### src/rtl/updown_counter_pkg.sv
// rtl/updown_counter_pkg.sv - shared constants and helpers for updown_counter
// Purpose: direction/mode encodings and the load clamp used by updown_counter.
// Ports: none (package).
// Config macro: UPDOWN_COUNTER_PRESCALE_EN (consumed by updown_counter and prescale_tick).
package updown_counter_pkg;

  localparam logic DIR_UP    = 1'b1;
  localparam logic DIR_DOWN  = 1'b0;
  localparam logic MODE_WRAP = 1'b0;
  localparam logic MODE_SAT  = 1'b1;

  // Loaded values above the terminal value are pinned to it so count never
  // leaves the legal range 0..max_count.
  function automatic logic [31:0] clamp_to_max(input logic [31:0] val,
                                               input logic [31:0] max_count);
    return (val > max_count) ? max_count : val;
  endfunction

endpackage

### src/rtl/prescale_tick.sv
// rtl/prescale_tick.sv - divide-by-PRESCALE step qualifier for updown_counter
// Purpose: asserts tick when the internal divider sits at PRESCALE-1; the
//   divider advances only while enable=1 and restarts from 0 on clear.
// Ports: clk (rising edge), reset (async, active low), enable (advance),
//   clear (sync restart), tick (divider at terminal phase).
// Config macro: UPDOWN_COUNTER_PRESCALE_EN; the module exists only when defined.
`ifdef UPDOWN_COUNTER_PRESCALE_EN
module prescale_tick #(
  parameter int unsigned PRESCALE = 1
) (
  input  logic clk,
  input  logic reset,
  input  logic enable,
  input  logic clear,
  output logic tick
);

  localparam int unsigned CW = (PRESCALE > 1) ? $clog2(PRESCALE) : 1;
  localparam logic [CW-1:0] LAST = CW'(PRESCALE - 1);

  logic [CW-1:0] phase;

  assign tick = (phase == LAST);

  always_ff @(posedge clk or negedge reset) begin
    if (!reset) begin
      phase <= '0;
    end else if (clear) begin
      phase <= '0;
    end else if (enable) begin
      phase <= (phase == LAST) ? '0 : phase + CW'(1);
    end
  end

endmodule
`endif

### src/rtl/updown_counter.sv
// rtl/updown_counter.sv - parametrised up/down counter with load, wrap/saturate, tc and sticky ovf
// Purpose: general-purpose event/timer counter, range 0..MAX_COUNT.
// Ports: clk, reset (async, active low), enable, up_dn (1=up), load,
//   load_val[WIDTH], sat_mode (1=saturate), clr_ovf, count[WIDTH], tc, ovf.
// Config macro: UPDOWN_COUNTER_PRESCALE_EN adds parameter PRESCALE and gates
//   steps through prescale_tick.
module updown_counter
  import updown_counter_pkg::*;
#(
  parameter int unsigned      WIDTH     = 4,
  parameter logic [WIDTH-1:0] MAX_COUNT = {WIDTH{1'b1}},
  parameter logic [WIDTH-1:0] RESET_VAL = '0
`ifdef UPDOWN_COUNTER_PRESCALE_EN
  ,
  parameter int unsigned      PRESCALE  = 1
`endif
) (
  input  logic             clk,
  input  logic             reset,
  input  logic             enable,
  input  logic             up_dn,
  input  logic             load,
  input  logic [WIDTH-1:0] load_val,
  input  logic             sat_mode,
  input  logic             clr_ovf,
  output logic [WIDTH-1:0] count,
  output logic             tc,
  output logic             ovf
);

  logic             step;
  logic [WIDTH:0]   sum;
  logic [WIDTH:0]   diff;
  logic             hit_max;
  logic             hit_zero;
  logic             boundary;
  logic [WIDTH-1:0] next_count;

`ifdef UPDOWN_COUNTER_PRESCALE_EN
  logic tick;

  prescale_tick #(
    .PRESCALE (PRESCALE)
  ) u_prescale_tick (
    .clk    (clk),
    .reset  (reset),
    .enable (enable),
    .clear  (load),
    .tick   (tick)
  );

  assign step = enable & tick & ~load;
`else
  assign step = enable & ~load;
`endif

  // One extra bit keeps the increment from carrying out silently when
  // MAX_COUNT is all ones, and turns the decrement below zero into a borrow.
  assign sum      = {1'b0, count} + {{WIDTH{1'b0}}, 1'b1};
  assign diff     = {1'b0, count} - {{WIDTH{1'b0}}, 1'b1};
  assign hit_max  = (sum > {1'b0, MAX_COUNT});
  assign hit_zero = diff[WIDTH];
  assign boundary = step & ((up_dn == DIR_UP) ? hit_max : hit_zero);

  always_comb begin
    next_count = count;
    if (load) begin
      next_count = WIDTH'(clamp_to_max(32'(load_val), 32'(MAX_COUNT)));
    end else if (step) begin
      if (up_dn == DIR_UP) begin
        if (hit_max) next_count = (sat_mode == MODE_SAT) ? MAX_COUNT : '0;
        else         next_count = sum[WIDTH-1:0];
      end else begin
        if (hit_zero) next_count = (sat_mode == MODE_SAT) ? '0 : MAX_COUNT;
        else          next_count = diff[WIDTH-1:0];
      end
    end
  end

  always_ff @(posedge clk or negedge reset) begin
    if (!reset) begin
      count <= RESET_VAL;
      tc    <= 1'b0;
      ovf   <= 1'b0;
    end else begin
      count <= next_count;
      tc    <= boundary;
      // A boundary on the same edge as clr_ovf keeps the flag set.
      if (boundary)     ovf <= 1'b1;
      else if (clr_ovf) ovf <= 1'b0;
    end
  end

endmodule

### config.mk
export PLATFORM = sky130hd
export DESIGN_NAME = updown_counter
export DESIGN_NICKNAME = d
export VERILOG_FILES = /design/src/rtl/updown_counter_pkg.sv /design/src/rtl/prescale_tick.sv /design/src/rtl/updown_counter.sv
export SDC_FILE = /design/constraint.sdc
export NUM_CORES = 1
export LEC_CHECK = 0
export CAP_MARGIN = 20
export CORE_AREA = 2 2 39 41
export CTS_BUF_LIST = sky130_fd_sc_hd__clkbuf_8
export DETAILED_ROUTE_END_ITERATION = 10
export DIE_AREA = 0 0 41 43
export DONT_BUFFER_PORTS = 1
export PLACE_DENSITY_LB_ADDON = 0.12
export SYNTH_ARGS = -nofsm -noshare
export SYNTH_HDL_FRONTEND = slang
export SYNTH_SLANG_ARGS = --single-unit
### constraint.sdc
create_clock -name clk -period 3.8 [get_ports clk]
set_clock_uncertainty 0.15 [all_clocks]
set_input_delay 1.14 -clock clk [delete_from_list [all_inputs] [get_ports clk]]
set_output_delay 1.14 -clock clk [all_outputs]
set_load 0.005 [all_outputs]
==> results.py <==
metrics = {
    "routing": {
        "wl_um": 1190,
        "drc_errors": 0,
        "wl_per_cell_um": 16.3,
        "viasPerCell": 6.07,
        "top_layer_used": "met3",
        "met1_length_um": 552,
        "ant_nets": 0,
        "wl_met3_um": 51,
        "wl_met2_um": 584,
        "vias": 443,
        "first_iter_violations": 21,
        "dr.pass1.iters": 4,
    },
    "sta": {
        "finalSetupViolations": 0,
        "fin_ws_ns": 1.36,
        "finalCritPeriodShare": 0.641,
        "min_period_ns": 2.44,
        "worstMarginPinSlew_ns": 0.340,
        "tns_ns": 0,
        "max_slew_margin": 0.774,
        "hold_slack_ns": 0.402,
        "hold_viol": 0,
        "rsz0062_at_grt": "false",
        "drv_slew": 0,
        "fmax_ghz": 0.410,
    },
    "global_route": {
        "grt_overflow": 0,
        "grtUsageTotal": 0.162,
        "antenna_found_initial": 0,
        "grt_max_degree": 12,
        "grt_pass1_vias": 417,
        "grt_pass1_wl_um": 1900,
    },
    "clocking": {
        "cts.path.max_buffers": 2,
        "cts_tree": "built",
        "cts_buffers": 3,
        "clkSinkCount": 6,
        "clkLatencyLatePin_ns": 0.22,
        "post_cts_buffers": 0,
        "hold_buffers": 0,
        "clkTransAtPathRegs_ns": 0.04,
        "htree_num_levels": 1,
        "ctsResizeCount": 0,
        "clockRootBuffer": "clkbuf_8",
    },
    "cells_and_area": {
        "diodes": 0,
        "drive_gt1_frac": 0.105,
        "fin_nets": 73,
        "utilization": 0.387,
        "post-route-cell-area_sq_um": 536,
        "syn2layout_area_growth_pct": 9.18,
        "stdcell_count": 73,
    },
    "power_and_ir_drop": {
        "p_leak_nw": 0.218,
        "peakVddDrop_mv": 0.168,
        "p_per_area_nw_per_um2": 434,
        "power.total_uw": 232,
    },
    "synthesis": {
        "synthFlopType": "dfrtp_1",
        "avgSynthCellArea_sq_um": 8.60,
        "synth_nets": 71,
        "netlist_top_cells_area": "dfrtp_1, ha_1, inv_1, o211ai_1, o22ai_1",
        "synth_top_cell_area_share": 0.306,
        "syn_area_sq_um": 490,
        "ys_seq_area_frac": 0.306,
        "ys_seq_elements": 6,
        "yosysMostFrequentCell": "inv_1",
        "synth-edff-count": 0,
        "yosysWarnings": 0,
        "yosys.area.top_type": "dfrtp_1",
        "synth_cells": 57,
        "synth_common_cells": "inv_1, dfrtp_1",
        "synthArstFlopShare": 1.00,
        "ys_types": 34,
    },
    "critical_path": {
        "required_ns": 3.77,
        "cp.arrival_ns": 2.40,
        "worstSetupEndpointType": "register",
        "worstSetupPathType": "reg -> reg",
        "start_kind": "register",
        "worstPathMaxFanout": 7,
    },
    "placement": {
        "dp_cells": 70,
        "dp_slack_ns": 1.30,
        "dpl.hpwl_um": 885,
        "io_buffers": 0,
        "place_area_sq_um": 494,
        "gp_congestion": 0.744,
    },
    "die": {
        "start_util": 0.354,
        "io_pins": 17,
        "dieArea_sq_um": 1760,
        "core_area_sq_um": 1380,
        "row_count": 14,
        "die_y_um": 43,
        "fp.dieW_um": 41,
    },
    "min_path": {
        "hold_class": "reg -> reg",
    },
    "status": {
        "status": "finished, final reports clean",
    },
    "job": {
        "drv_cap": 0,
    },
}
## routing by layer
layer  vias up  track usage
met5         -            0
met4         0       0.0400
met3         0       0.0733
met2        14        0.228
met1       214        0.222
li1        215            -
## flip-flops by register name, indices dropped and copies added, names as in the netlist
name and flops:
count 4, ovf 1, tc 1
## final cells by class
cell class                      instances  area (sq um)
Fill cell                             142           848
Clock buffer                            3          41.3
Tap cell                               16          20.0
Sequential cell                         6           150
Multi-Input combinational cell         40           294
Inverter                                8          30.0
## report_power, final
part | leakage [nW] | switching [mW] | internal [mW]
Sequential | 0.0739 | 0.0147 | 0.0708
Combinational | 0.122 | 0.0255 | 0.0248
Clock | 0.0216 | 0.0282 | 0.0681
Total | 0.218 | 0.0684 | 0.164
## cells in the final DEF, fill, tap and decap left out, types with 2 or more instances in the layout
cell	Yosys	routed
a221oi_1	2	2
clkbuf_8	0	3
dfrtp_1	6	6
ha_1	3	3
inv_1	7	7
nand2b_1	2	2
nor2_1	3	3
nor3_1	3	3
o211ai_1	3	3
o22ai_1	3	3
## cell families after synthesis
group,synth area share
AND/OR/NAND/NOR,0.204
flip-flops,0.306
buffers and inverters,0.0944
multiplexers,0.0230
AO/OA/AOI/OAI,0.273
adder cells (fa/ha/maj),0.0995
## worst max-delay path, cell delays in order (launching register included)
cell and delay (ns):
dfrtp_1 0.48, inv_1 0.14, ha_1 0.33, or3b_1 0.38
maj3_2 0.37, o21ba_1 0.23, a221oi_1 0.25
## path summary, 6_finish.rpt
| path | startpoint | end | slack (ns) | depth (start not counted) |
|---|---|---|---|---|
| setup / recovery | count[0]$_DFFE_PN0P_ | count[3]$_DFFE_PN0P_ | 1.36 | 6 |
| hold / removal | ovf$_DFFE_PN0P_ | ovf$_DFFE_PN0P_ | 0.40 | 2 |
| setup reg to reg | count[0]$_DFFE_PN0P_ | count[3]$_DFFE_PN0P_ | 1.36 | 6 |
| hold reg to reg | ovf$_DFFE_PN0P_ | ovf$_DFFE_PN0P_ | 0.40 | 2 |
| max in group asynchronous | reset | count[1]$_DFFE_PN0P_ | 2.97 | 0 |
| min in group asynchronous | reset | ovf$_DFFE_PN0P_ | 0.46 | 0 |
No activity file was read; power rests on OpenSTA's default activity.
